==> src/rtl/store_buffer_pkg.sv <==
// Shared store-buffer types: word-address width and the {addr, data} entry layout.
// Entry addresses hold byte-address bits [15:2] only.
package store_buffer_pkg;

    localparam int DATA_W  = 32;
    localparam int WADDR_W = 14;

    typedef logic [WADDR_W-1:0] waddr_t;

    typedef struct packed {
        waddr_t              addr;
        logic [DATA_W-1:0]   data;
    } sb_entry_t;

endpackage

==> src/rtl/store_buffer_match.sv <==
// Youngest-match search over the valid entries, walking from head (oldest) to tail.
// Purely combinational; no backpressure.
module store_buffer_match
    import store_buffer_pkg::*;
#(
    parameter int DEPTH = 4,
    localparam int PW   = $clog2(DEPTH),
    localparam int CW   = PW + 1
) (
    input  logic [PW-1:0] head,
    input  logic [CW-1:0] count,
    input  waddr_t        ent_addr [DEPTH],
    input  waddr_t        ld_waddr,
    output logic          hit,
    output logic [PW-1:0] sel
);

    always_comb begin : search
        logic [PW-1:0] idx;
        idx = '0;
        hit = 1'b0;
        sel = head;
        // Later offsets overwrite earlier ones, so the youngest match wins.
        for (int k = 0; k < DEPTH; k++) begin
            idx = head + PW'(k);
            if ((CW'(k) < count) && (ent_addr[idx] == ld_waddr)) begin
                hit = 1'b1;
                sel = idx;
            end
        end
    end

endmodule

==> src/rtl/store_buffer.sv <==
// Store buffer FIFO draining to the data-memory write port; loads are matched (forwarded with STORE_BUF_FWD_EN, else stalled).
// Push-to-mem_we latency 1 cycle; st_ready drops when full, drain waits while mem_busy is high.
module store_buffer #(
    parameter int DEPTH  = 4,
    parameter int DATA_W = store_buffer_pkg::DATA_W,
    localparam int PW    = $clog2(DEPTH),
    localparam int CW    = PW + 1
) (
    input  logic              clk,
    input  logic              rst,
    input  logic              st_valid,
    output logic              st_ready,
    input  logic [31:0]       st_addr,
    input  logic [DATA_W-1:0] st_data,
    input  logic [31:0]       ld_addr,
    output logic              ld_hit,
    output logic [DATA_W-1:0] ld_data,
    output logic              ld_stall,
    input  logic              mem_busy,
    output logic              mem_we,
    output logic [31:0]       mem_addr,
    output logic [DATA_W-1:0] mem_wdata,
    output logic              empty,
    output logic [CW-1:0]     count
);

    import store_buffer_pkg::*;

    waddr_t            ent_addr [DEPTH];
    logic [DATA_W-1:0] ent_data [DEPTH];
    logic [PW-1:0]     head;
    logic [PW-1:0]     tail;
    logic              push;
    logic              pop;
    logic              match_hit;
    logic [PW-1:0]     match_sel;
    logic              unused_addr_bits;

    assign unused_addr_bits = ^{st_addr[31:16], st_addr[1:0], ld_addr[31:16], ld_addr[1:0]};

    // A full buffer refuses pushes even when the head drains this cycle.
    assign empty     = (count == '0);
    assign st_ready  = (count != CW'(DEPTH));
    assign push      = st_valid && st_ready;
    assign mem_we    = !empty && !mem_busy;
    assign pop       = mem_we;
    assign mem_addr  = {16'b0, ent_addr[head], 2'b00};
    assign mem_wdata = ent_data[head];

    always_ff @(posedge clk or negedge rst) begin
        if (!rst) begin
            head  <= '0;
            tail  <= '0;
            count <= '0;
            for (int i = 0; i < DEPTH; i++) begin
                ent_addr[i] <= '0;
                ent_data[i] <= '0;
            end
        end else begin
            if (push) begin
                ent_addr[tail] <= st_addr[15:2];
                ent_data[tail] <= st_data;
                tail           <= tail + PW'(1);
            end
            if (pop) begin
                head <= head + PW'(1);
            end
            if (push && !pop) begin
                count <= count + CW'(1);
            end else if (!push && pop) begin
                count <= count - CW'(1);
            end
        end
    end

    // The incoming store is not yet in the array, so it never matches its own cycle's load.
    store_buffer_match #(.DEPTH(DEPTH)) u_match (
        .head     (head),
        .count    (count),
        .ent_addr (ent_addr),
        .ld_waddr (ld_addr[15:2]),
        .hit      (match_hit),
        .sel      (match_sel)
    );

`ifdef STORE_BUF_FWD_EN
    assign ld_hit   = match_hit;
    assign ld_data  = match_hit ? ent_data[match_sel] : '0;
    assign ld_stall = 1'b0;
`else
    logic [PW-1:0] unused_sel;
    assign unused_sel = match_sel;
    assign ld_hit     = 1'b0;
    assign ld_data    = '0;
    assign ld_stall   = match_hit;
`endif

endmodule

==> config.mk <==
export PLATFORM = sky130hd
export DESIGN_NAME = store_buffer
export DESIGN_NICKNAME = d
export VERILOG_FILES = /design/src/rtl/store_buffer_pkg.sv /design/src/rtl/store_buffer_match.sv /design/src/rtl/store_buffer.sv
export SDC_FILE = /design/constraint.sdc
export NUM_CORES = 1
export LEC_CHECK = 0
export BUFFER_PORTS_ARGS = -buffer_cell sky130_fd_sc_hd__buf_2
export CORE_ASPECT_RATIO = 1.2
export CORE_UTILIZATION = 40
export DETAILED_ROUTE_END_ITERATION = 7
export PLACE_DENSITY_LB_ADDON = 0.08
export SYNTH_ARGS = -nofsm -noshare
export SYNTH_HDL_FRONTEND = slang
export SYNTH_SLANG_ARGS = --single-unit
==> constraint.sdc <==
create_clock -name clk -period 3.1 [get_ports clk]
set_clock_uncertainty 0.1 [all_clocks]
set_input_delay 0.465 -clock clk [delete_from_list [all_inputs] [get_ports clk]]
set_output_delay 0.465 -clock clk [all_outputs]
set_load 0.01 [all_outputs]
# Word-level counts from Yosys, hierarchy flattened
# Cells that the tools add are included.
classes:
  bitwise_logic: 5
  multipliers: 0
  eq_ne: 5
  div_mod_pow: 0
  mux: 27
  magnitude_cmp: 10
  reduce_logical: 15
  n_addsub: 6
  n_shift: 0
ops:
  columns: ["cell", "count"]
  rows:
  - ["128-bit bitwise mux", 1]
  - ["14-bit two-way mux", 9]
  - ["14-bit binary-select mux with 2-bit select", 4]
  - ["32-bit two-way mux", 3]
  - ["32-bit binary-select mux with 2-bit select", 1]
  - ["32-bit demux with 2-bit select", 1]
  - ["56-bit bitwise mux", 1]
  - ["14-bit == test", 4]
  - ["14-bit demux with 2-bit select", 1]
  - ["3-bit greater-or-equal comparator, second input constant", 5]
  - ["2-bit inverter with 3-bit output", 5]
  - ["1-bit logical AND", 9]
  - ["1-bit by 3-bit less-than comparator with 1-bit output, first input constant", 2]
  - ["2-bit by 3-bit less-than comparator with 1-bit output, first input constant", 2]
  - ["3-bit two-way mux", 2]
  - ["2-bit by 1-bit adder with 2-bit output, second input constant", 2]
  - ["2-bit adder, second input constant", 2]
  - ["1-bit zero test", 4]
  - ["1-bit two-way mux", 4]
  - ["3-bit by 1-bit adder with 3-bit output, second input constant", 1]
  - ["3-bit zero test", 1]
  - ["3-bit by 1-bit less-than comparator with 1-bit output, second input constant", 1]
  - ["3-bit inequality test, second input constant", 1]
  - ["3-bit by 1-bit subtractor with 3-bit output, second input constant", 1]
  - ["2-bit nonzero test", 1]
word_totals:
  romBits: 0
  inputBits: 100
  n_memories: 0
  output_inout_bits: 104
  latch_bits: 0
  mem_bits_rw: 0
  regBits: 191
  word_cells: 79

# Depth between registers and ports, before layout
depth:
  depth_word: 10
  depth_mapped: 10

# By module
# A second synthesis with hierarchy kept.
hier_totals:
  hier_cells: 772
  hier_area_um2: 11770.0
by_module_without_submodules:
  columns: ["module", "n_inst", "area_per_inst_um2", "cells_per_inst"]
  rows:
  - ["store_buffer", 1, 9580.4, 533]
  - ["store_buffer_match", 1, 2189.6, 239]

# Least setup slack after synthesis
# Ideal clock, no wire load.
synth_path:
  path_type: "register to output"
  from: "register head[0]"
  to: "output ld_stall"
  path_buffers: 1
  stages_incl_launch_ff: 8
  path_slack_ps: 365
  t_arrival_ps: 2170
  cell_sequence: "dfrtp_1 -> buf_6 -> mux4_1 -> xor2_1 -> nor4_1 -> o2111ai_1 -> or4_1 -> nand4_1"
synth_via:
  elab_chain_cells: 10
  elab_cells_between_ends: 31
  classes_between: "3 x add/sub; 4 x eq/ne; 16 x mux; 4 x bitwise; 4 x reduce/logical"
synth_lines:
  columns: ["item", "line", "rtl"]
  rows:
  - ["start, declared", "store_buffer.sv:31", "logic [PW-1:0] head;"]
  - ["start signal, assigned", "store_buffer.sv:66", "head <= head + PW'(1);"]
  - ["2-bit inverter with 3-bit output", null, null]
  - ["14-bit binary-select mux with 2-bit select", null, null]
  - ["14-bit two-way mux (2 in a row)", null, null]
  - ["named net mem_addr[3]", "store_buffer.sv:21", "output logic [31:0] mem_addr,"]
  - ["14-bit == test", "store_buffer_match.sv:26", "if ((CW'(k) < count) && (ent_addr[idx] == ld_waddr)) begin"]
  - ["1-bit logical AND", "store_buffer_match.sv:26", null]
  - ["1-bit two-way mux (4 in a row)", "store_buffer_match.sv:26", null]
  - ["end, declared", "store_buffer.sv:18", "output logic ld_stall,"]
# The timed path passes the listed nets, and every way through them passes these cells. The select of a mux whose other input is x is not followed.

# Final worst setup path
layout_path:
  from: "register head[1]"
  to: "output ld_stall"
layout_via:
  elab_chain_cells: 10
  elab_cells_between_ends: 31
  classes_between: "3 x add/sub; 4 x eq/ne; 16 x mux; 4 x bitwise; 4 x reduce/logical"
layout_lines:
  columns: ["item", "line"]
  rows:
  - ["2-bit by 1-bit adder with 2-bit output or 2-bit inverter with 3-bit output (tied branches)", "store_buffer_match.sv:25, store_buffer_match.sv:26"]
  - ["2-bit inverter with 3-bit output (implied by the code) or 14-bit binary-select mux with 2-bit select (tied branches)", "store_buffer_match.sv:26"]
  - ["14-bit binary-select mux with 2-bit select or 14-bit two-way mux (tied branches)", "store_buffer_match.sv:26"]
  - ["14-bit two-way mux (implied by the code)", "store_buffer_match.sv:26"]
  - ["14-bit two-way mux (implied by the code) or 14-bit == test (tied branches)", "store_buffer_match.sv:26"]
  - ["14-bit == test or 1-bit logical AND (tied branches)", "store_buffer_match.sv:26"]
  - ["1-bit logical AND or 1-bit two-way mux (tied branches)", "store_buffer_match.sv:26"]
  - ["1-bit two-way mux (2 in a row)", "store_buffer_match.sv:26"]
  - ["1-bit two-way mux *", "store_buffer_match.sv:26"]
# Every way passes the cells marked *; elsewhere a longest branch is shown, timed or not. The select of a mux whose other input is x is not followed.

==> out/metrics.cfg <==
[cts]
clkSinkCount=191
insertion_delay_ps=430
cts_buffer_depth=2
cts_tree=built
clockRootBuffer=clkbuf_16
numCtsBuffers=17
ctsHtreeMaxLevel=4
clk_pin_slew_worst_paths_ps=70

[setup_path]
r2r_cells=9
slowest_delay_ps=550
timing.rr.end=count[2]
crit_family=simple AND/OR/NAND/NOR gates
crit_fanout=14
worstReg2RegStart=count[0]
critPathRequiredTime_ps=2530
critPathArrivalTime_ps=3010
worst-setup-path-type=reg2out
start_kind=flip-flop
ff2ff_setup_slack_ps=850
path_buf_inv=3
crit_chain=buf_12 > buf_4 > mux2i_2 > nor2_1 > or4_1 > a222oi_1 > o211ai_1 > nand4_1 > buf_2
critical_path.endpoint_type=primary output
crit_slowest_cell=dfrtp_4

[run_status]
status=finished with violations
violations=setup timing

[routing]
first_pass_iters=5
avgRoutedWirePerCell_um=21.0
drt_first_iter_violations=268
via_count=6748
drcViolationCount=0
ant_nets=0
viasPerCell=5.31
routed_wl_um=26700

[placed_design]
port_buffers=116
gp_congestion=0.882
dpl.cell_count=1234
dp_hpwl_um=19000

[timing]
hold_viol=0
fin_ws_ps=-478
fmax_ghz=0.280
tightest_slew_ps=713
drv_slew=0
fin_crit_ps=3580
relSlewSlack=0.525
min_period_over_period=1.15
final-setup-viol-count=1
rsz0062_at_grt=true

[cells_and_area]
seq_area_um2=4790
multi_input_area_um2=5340
syn_to_final_growth_pct=17.2
final_common_cell=mux2_2
instances_no_fill=1271
fill_cells=2329
nets=1036
drive_gt1_frac=0.497
layout.cells.most_common_list=mux2_2 (194), dfrtp_1 (189), buf_2 (115)

[synth]
ys_seq_area_frac=0.452
ys_top_cells_by_area=dfrtp_1 (45%), mux2_2 (21%), mux4_2 (9.6%), mux2i_1 (4.8%), buf_4 (4.0%)
synth_ff_type=dfrtp_1
postSynthAreaPerCell_um2=13.7
syn_inst=774
yosysTopAreaCellShare=0.452
syn_area_um2=10600
ys_ff_latch=191
synth_cell_type_count=47
ys_warn_count=0
ys_async_sr_fraction=1.00
synth_edf_count=0
post-synth-top-area-cell=dfrtp_1

[floorplan]
chipHeight_um=180
row_count=64
placeableCoreArea_um2=25700
die_area_um2=27100
dieWidth_um=150
start_util=0.411
io_pins=204

[grt]
gr-total-overflow=0
grt_pass1_vias=7487
track_usage=0.208
grt_pass1_wl_um=41900
antenna_found_initial=2
grt_max_degree=81

[power_and_ir_drop]
swShare=0.369
pwr_density_cell_nw_per_um2=1230
p_int_mw=9.58
ir_drop_uv=583
pwr-share-comb=0.540
power.switching_mw=5.61
p_leak_nw=5.50
power_frac_seq=0.307
clkPwrFrac=0.153
finalPower_mw=15.2

[worst_hold_path]
min-delay-start=st_data[8]
min-delay-path-class=in2reg
hold_end=ent_data[104]
hold_depth=2

[flow_run]
drv_cap=0

[power by group through the flow]
stage	clock (mW)	sequential [mW]	combinational [mW]
after detailed placement	0	4.72	8.17
after CTS	2.39	4.66	8.29
final	2.32	4.66	8.21
after global routing	2.50	4.85	8.88
after global placement	0	4.55	8.04
after floorplan	0	4.36	5.60
[final cells by class]
class | count | share of cell area
Multi-Input combinational cell | 523 | 0.431
Sequential cell | 191 | 0.386
Timing Repair Buffer | 182 | 0.0950
Clock buffer | 19 | 0.0358
Tap cell | 330 | 0.0333
Clock inverter | 13 | 0.0149
Inverter | 12 | 0.00364
Antenna cell | 1 | 0.000202
[cell usage after synthesis (4+ instances only)]
cell       instances
nand2_1           21
nor3_1             5
o22ai_1            5
clkbuf_1          22
buf_6              4
buf_2              7
xor2_1            20
nor2_1            17
dfrtp_1          191
a222oi_1           4
inv_1             11
nand4_1            7
nor4_1             4
mux4_1             6
a21oi_1            9
ha_1               9
o2111ai_1          4
mux2i_1           51
o21ai_0            6
buf_1              8
mux2_2           194
xnor2_1           30
buf_4             57
mux4_2            45
[layer usage]
layer / track usage / wire length (um) / up-vias
met5: 0 / 22 / -
met4: 0.0752 / 551 / 4
met3: 0.0420 / 1200 / 23
met2: 0.351 / 13800 / 160
met1: 0.260 / 11200 / 3501
li1: - / - / 3060
[state kept, by name (all words and copies together), names as in the netlist]
register  flops
tail          2
ent_data    128
ent_addr     56
head          2
count         3
[cells by family after synthesis]
kind of cell | count (synthesis) | share of synthesized area
compound gates | 49 | 0.0361
xor+xnor | 50 | 0.0414
fa+ha+maj | 9 | 0.0106
buf+inv | 110 | 0.0629
flops | 191 | 0.452
mux | 296 | 0.366
other cells | 1 | 0.000355
simple gates | 68 | 0.0310
[metrics by stage]
stage / instance area, um2 / utilization / hold WS, ps / TNS, ps / worst slack [ps]
final: 12400 / 0.482 / 202 / -478 / -478
after global routing: 12400 / 0.482 / 184 / -587 / -587
after CTS: 12400 / 0.481 / 178 / -476 / -476
after detailed placement: 11700 / 0.455 / 390 / -206 / -206
after global placement: 11700 / 0.455 / 381 / -249 / -249
after floorplan: 10800 / - / 69.4 / 0 / 365
[worst max path at each step]
stage | from | to | slack [ps] | cells past startpoint
after floorplan | head[0] | ld_stall | 360 | 7
after global placement | head[0] | ld_stall | -250 | 8
after detailed placement | head[0] | ld_stall | -210 | 8
after CTS | head[0] | ld_stall | -480 | 8
after global routing | head[0] | ld_stall | -590 | 8
final | head[1] | ld_stall | -480 | 9
[timing repair]
action                                 CTS  global route
hold buffers                             1             0
endpoints found under the hold margin   29             0
resized for setup                        9             5
setup endpoints to repair                1             1
buffers inserted                         3             0
pin swaps                                1             2
No activity file was read; power rests on OpenSTA's default activity.
